**src/rtl/vdac_sequencer.sv**
```systemverilog
`default_nettype none
// ============================================================================
//  Module   : vdac_sequencer
//  Purpose  : Sample-rate sequencer and FIFO buffer feeding the vdac DAC.
//             Optional macro VDAC_SEQ_RAMP_EN ramps toward midscale on underrun.
//  Revision : 1.0
// ============================================================================
module vdac_sequencer #(
    parameter int BITWIDTH   = 6,
    parameter int DEPTH_LOG2 = 2,
    parameter int DIV_WIDTH  = 8
) (
    input  logic                 i_clk,
    input  logic                 i_rst_n,
    input  logic [BITWIDTH-1:0]  i_data,
    input  logic                 i_valid,
    output logic                 o_ready,
    input  logic                 i_start,
    input  logic                 i_stop,
    input  logic [DIV_WIDTH-1:0] i_div,
    input  logic                 i_clr_underrun,
    output logic [BITWIDTH-1:0]  o_dac_data,
    output logic                 o_dac_enable,
    output logic                 o_busy,
    output logic                 o_underrun
);

    localparam int                  c_DEPTH = 1 << DEPTH_LOG2;
    localparam logic [DEPTH_LOG2:0] c_FULL  = {1'b1, {DEPTH_LOG2{1'b0}}};
    localparam logic [BITWIDTH-1:0] c_MID   = {1'b1, {(BITWIDTH-1){1'b0}}};

    typedef enum logic [1:0] {
        S_IDLE  = 2'd0,
        S_PRIME = 2'd1,
        S_RUN   = 2'd2,
        S_DRAIN = 2'd3
    } state_t;

    state_t                r_state;
    logic [BITWIDTH-1:0]   r_mem [c_DEPTH];
    logic [DEPTH_LOG2-1:0] r_wr_ptr;
    logic [DEPTH_LOG2-1:0] r_rd_ptr;
    logic [DEPTH_LOG2:0]   r_count;
    logic [DIV_WIDTH-1:0]  r_div_cnt;
    logic [BITWIDTH-1:0]   r_dac_data;
    logic                  r_dac_enable;
    logic                  r_underrun;

    logic                  w_full;
    logic                  w_empty;
    logic                  w_push;
    logic                  w_pop;
    logic                  w_active;
    logic                  w_tick;
    logic                  w_underrun_set;
    logic [BITWIDTH-1:0]   w_head;
    logic [BITWIDTH-1:0]   w_under_data;
    logic [BITWIDTH-1:0]   w_drain_data;
    logic                  w_drain_done;

    assign w_full         = (r_count == c_FULL);
    assign w_empty        = (r_count == '0);
    assign w_push         = i_valid && !w_full;
    assign w_active       = (r_state == S_RUN) || (r_state == S_DRAIN);
    assign w_tick         = w_active && (r_div_cnt == i_div);
    assign w_pop          = w_tick && !w_empty;
    assign w_underrun_set = (r_state == S_RUN) && w_tick && w_empty;
    assign w_head         = r_mem[r_rd_ptr];

`ifdef VDAC_SEQ_RAMP_EN
    // Step one code toward midscale per empty tick to avoid an audible jump.
    logic [BITWIDTH-1:0] w_ramp;
    always_comb begin
        w_ramp = r_dac_data;
        if (r_dac_data < c_MID) begin
            w_ramp = r_dac_data + 1'b1;
        end else if (r_dac_data > c_MID) begin
            w_ramp = r_dac_data - 1'b1;
        end
    end
    assign w_under_data = w_ramp;
    assign w_drain_data = w_ramp;
    assign w_drain_done = (w_ramp == c_MID);
`else
    assign w_under_data = r_dac_data;
    assign w_drain_data = c_MID;
    assign w_drain_done = 1'b1;
`endif

    always_ff @(posedge i_clk) begin
        if (w_push) begin
            r_mem[r_wr_ptr] <= i_data;
        end
    end

    always_ff @(posedge i_clk) begin
        if (!i_rst_n) begin
            r_wr_ptr  <= '0;
            r_rd_ptr  <= '0;
            r_count   <= '0;
            r_div_cnt <= '0;
        end else begin
            if (w_push) begin
                r_wr_ptr <= r_wr_ptr + 1'b1;
            end
            if (w_pop) begin
                r_rd_ptr <= r_rd_ptr + 1'b1;
            end
            if (w_push && !w_pop) begin
                r_count <= r_count + 1'b1;
            end else if (w_pop && !w_push) begin
                r_count <= r_count - 1'b1;
            end
            if (w_active) begin
                r_div_cnt <= w_tick ? '0 : r_div_cnt + 1'b1;
            end else begin
                r_div_cnt <= '0;
            end
        end
    end

    always_ff @(posedge i_clk) begin
        if (!i_rst_n) begin
            r_state      <= S_IDLE;
            r_dac_data   <= c_MID;
            r_dac_enable <= 1'b0;
            r_underrun   <= 1'b0;
        end else begin
            if (w_underrun_set) begin
                r_underrun <= 1'b1;
            end else if (i_clr_underrun) begin
                r_underrun <= 1'b0;
            end
            case (r_state)
                S_IDLE: begin
                    r_dac_enable <= 1'b0;
                    r_dac_data   <= c_MID;
                    if (i_start && !i_stop) begin
                        r_state <= S_PRIME;
                    end
                end
                S_PRIME: begin
                    r_dac_enable <= 1'b1;
                    r_dac_data   <= c_MID;
                    if (i_stop) begin
                        r_state <= S_IDLE;
                    end else if (w_full) begin
                        r_state <= S_RUN;
                    end
                end
                S_RUN: begin
                    r_dac_enable <= 1'b1;
                    if (w_tick) begin
                        r_dac_data <= w_empty ? w_under_data : w_head;
                    end
                    if (i_stop) begin
                        r_state <= S_DRAIN;
                    end
                end
                S_DRAIN: begin
                    r_dac_enable <= 1'b1;
                    if (w_tick) begin
                        if (!w_empty) begin
                            r_dac_data <= w_head;
                        end else begin
                            r_dac_data <= w_drain_data;
                            if (w_drain_done) begin
                                r_state <= S_IDLE;
                            end
                        end
                    end
                end
                default: begin
                    r_state <= S_IDLE;
                end
            endcase
        end
    end

    assign o_ready      = !w_full;
    assign o_dac_data   = r_dac_data;
    assign o_dac_enable = r_dac_enable;
    assign o_busy       = (r_state != S_IDLE);
    assign o_underrun   = r_underrun;

endmodule
`default_nettype wire
```
**config.mk**
```make
export PLATFORM = sky130hd
export DESIGN_NAME = vdac_sequencer
export DESIGN_NICKNAME = d
export VERILOG_FILES = /design/src/rtl/vdac_sequencer.sv
export SDC_FILE = /design/constraint.sdc
export NUM_CORES = 1
export LEC_CHECK = 0
export ABC_AREA = 1
export ABC_CLOCK_PERIOD_IN_PS = 2000
export BUFFER_PORTS_ARGS = -buffer_cell sky130_fd_sc_hd__buf_2
export CORE_MARGIN = 5
export CORE_UTILIZATION = 45
export CTS_BUF_LIST = sky130_fd_sc_hd__clkbuf_8
export DETAILED_ROUTE_END_ITERATION = 10
export PLACE_DENSITY = 0.67
export SLEW_MARGIN = 20
export SYNTH_ARGS = -nofsm -noshare
export SYNTH_HDL_FRONTEND = slang
export SYNTH_SLANG_ARGS = --single-unit
```
**constraint.sdc**
```tcl
create_clock -name i_clk -period 2 [get_ports i_clk]
set_clock_uncertainty 0.1 [all_clocks]
set_input_delay 0.1 -clock i_clk [delete_from_list [all_inputs] [get_ports i_clk]]
set_output_delay 0.1 -clock i_clk [all_outputs]
set_load 0.05 [all_outputs]
```
==> results.json <==
{
  "status": "completed",
  "pwr_density_cell_mw_per_mm2": 819,
  "first_global_vias": 1636,
  "num_vias": 1758,
  "nNetsFinal": 347,
  "syn_area_sq_mm": 0.00228,
  "gp_congestion": 0.768,
  "yosysMostFrequentCell": "nand2_1",
  "grt_antenna_before_repair": 0,
  "drive_above_1_share": 0.249,
  "synth_fp_nets": 291,
  "hp-class": "in2reg",
  "yosysUniqueCellTypes": 24,
  "viasPerCell": 4.53,
  "clock-sinks": 51,
  "design.core.area_sq_mm": 0.00482,
  "yosys.area.top_type": "edfxtp_1",
  "wl_per_cell_microns": 11.0,
  "ios": 30,
  "hold_viol": 0,
  "synth_edf_count": 24,
  "ys_seq_area_frac": 0.554,
  "slew_violations": 0,
  "cts_tree": "yes",
  "num_rows": 25,
  "first_pass_iters": 4,
  "portBuffers": 29,
  "die_area_sq_mm": 0.00658,
  "fin_hold_ws_ns": 0.0126,
  "htree_levels": 2,
  "avgSynthCellArea_sq_um": 8.63,
  "clockRootBuffer": "clkbuf_8",
  "crit_path_start_kind": "flip-flop",
  "cts_buffers": 5,
  "post-dp-hpwl_microns": 3070,
  "ys.flop_type": "dfxtp_1",
  "required_ns": 2.10,
  "cp.arrival_ns": 2.06,
  "critPathKind": "reg2reg",
  "min_from": "i_stop",
  "synthToLayoutAreaGrowth_pct": 24.7,
  "grtUsageTotal": 0.141,
  "multi_input_area_sq_um": 861,
  "start_util": 0.473,
  "setup_viol_count_final": 0,
  "yosys-top-cells-area": "edfxtp_1, dfxtp_1, nand2_1, nor2_1, inv_1",
  "max-slew-margin-rel": 0.713,
  "vdd_ir_drop_max_mv": 0.371,
  "seq_area_sq_mm": 0.00127,
  "synth-seq-cells": 51,
  "fill_cells": 465,
  "power.leakage_nw": 1.29,
  "clk_pin_slew_ns": 0.09,
  "drc_errors": 0,
  "min_period_ns": 1.96,
  "synthCells": 264,
  "grt_pass1_wl_microns": 7130,
  "synth_top_area_share": 0.316,
  "ys_warn_count": 0,
  "grt_max_degree": 17,
  "fmax_mhz": 511,
  "gr-total-overflow": 0,
  "insertedDiodeCount": 0,
  "reg2reg_from": "r_div_cnt[1]",
  "drtIter0Drc": 76,
  "ant_nets": 0,
  "postRouteWirelength_microns": 4280,
  "die_y_microns": 81.1,
  "synthArstFlopShare": 0,
  "utilization": 0.590,
  "insertion_delay_ns": 0.30,
  "finalCritPeriodShare": 0.979,
  "maxCapViolCount": 0,
  "cp-end-kind": "flip-flop",
  "startpoint": "r_div_cnt[1]",
  "grt_setup_unrepaired": "yes",
  "clockBufferDepth": 2,
  "synth_common_cells": "nand2_1, nor2_1, inv_1",
  "path_max_fanout": 4,
  "die_w_microns": 81.1,
  "tightest_slew_ns": 0.430
}
==> state kept, by name, summed over array words and instances, names as in the netlist, named ones only <==
name / flops
r_div_cnt: 8
r_count: 3
r_state: 1
r_mem: 24
r_rd_ptr: 2
o_dac_data: 6
o_dac_enable: 1
r_wr_ptr: 2
o_underrun: 1
==> what timing repair did <==
action,CTS,global route
gates resized for setup,4,15
endpoints found under the hold margin,25,0
endpoints found under the setup margin,1,2
pin swaps,0,9
buffers inserted,0,3
hold buffers,7,0
==> final timing paths <==
kind / end / slack (ns) / cells past startpoint
setup reg to reg: r_count[1] / 0.04 / 14
setup / recovery: r_count[1] / 0.04 / 14
hold reg to reg: o_underrun / 0.37 / 2
hold / removal: flip-flop / 0.01 / 4
==> critical path, cell delays in order, from the launching register on <==
cell     delay [ns]
dfxtp_2        0.37
inv_2          0.04
nand2_2        0.05
nand2_1        0.05
inv_1          0.04
nand2_1        0.05
nor2_1         0.13
nand3_2        0.09
inv_2          0.07
nand2_2        0.07
ha_4           0.17
inv_4          0.05
fa_2           0.40
o21ai_1        0.13
nor2_1         0.05
==> per-layer routing <==
layer | GRT usage | wire length (microns)
met4 | 0.0405 | 55
met2 | 0.246 | 2130
met5 | 0 | 0
met3 | 0.0377 | 114
met1 | 0.169 | 1970
==> layout make-up <==
cell class | count | area share
Sequential cell | 51 | 0.446
Tap cell | 67 | 0.0295
Multi-Input combinational cell | 165 | 0.303
Timing Repair Buffer | 55 | 0.126
Inverter | 42 | 0.0564
Clock inverter | 3 | 0.0150
Clock buffer | 5 | 0.0242
==> stage by stage <==
step	setup WS, ns	power [mW]	setup TNS [ns]	cells	area [sq um]
2_1_floorplan	0.00671	1.49	0	264	2290
3_3_place_gp	0.0343	1.60	0	370	2600
3_5_place_dp	-0.0158	1.61	-0.0158	370	2600
4_1_cts	0.00265	2.33	0	385	2780
5_1_grt	-0.109	2.43	-0.194	388	2840
6_report	0.0426	2.33	0	388	2840
==> cells by family after synthesis <==
| logic type | Yosys count | synth area share |
|---|---|---|
| and+or+nand+nor | 118 | 0.207 |
| DFF | 51 | 0.554 |
| buffers and inverters | 48 | 0.0868 |
| AOI/OAI and AO/OA | 35 | 0.0912 |
| adders and majority gates | 7 | 0.0418 |
| xor gates and xnor gates | 5 | 0.0192 |
==> cell usage in the layout (no fill, tap or decap), types with 3 or more instances in the layout <==
master / count
nor2_1: 49
nand2_1: 49
inv_1: 35
buf_2: 29
edfxtp_1: 24
dfxtp_1: 23
buf_4: 19
a21oi_1: 10
o21ai_0: 10
nand3_1: 7
dlygate4sd3_1: 7
inv_2: 6
nand2_2: 5
xor2_1: 5
o32ai_1: 5
ha_1: 5
clkbuf_8: 5
o21ai_1: 4
dfxtp_2: 4
a21oi_2: 3
nor3_1: 3
==> power by group <==
group	total (mW)	internal (mW)	switching (mW)
clock	0.720	0.373	0.347
sequential	1.19	1.16	0.0333
combinational	0.415	0.147	0.268
total	2.33	1.68	0.648
Note: power is estimated with default switching activity, not from simulation.
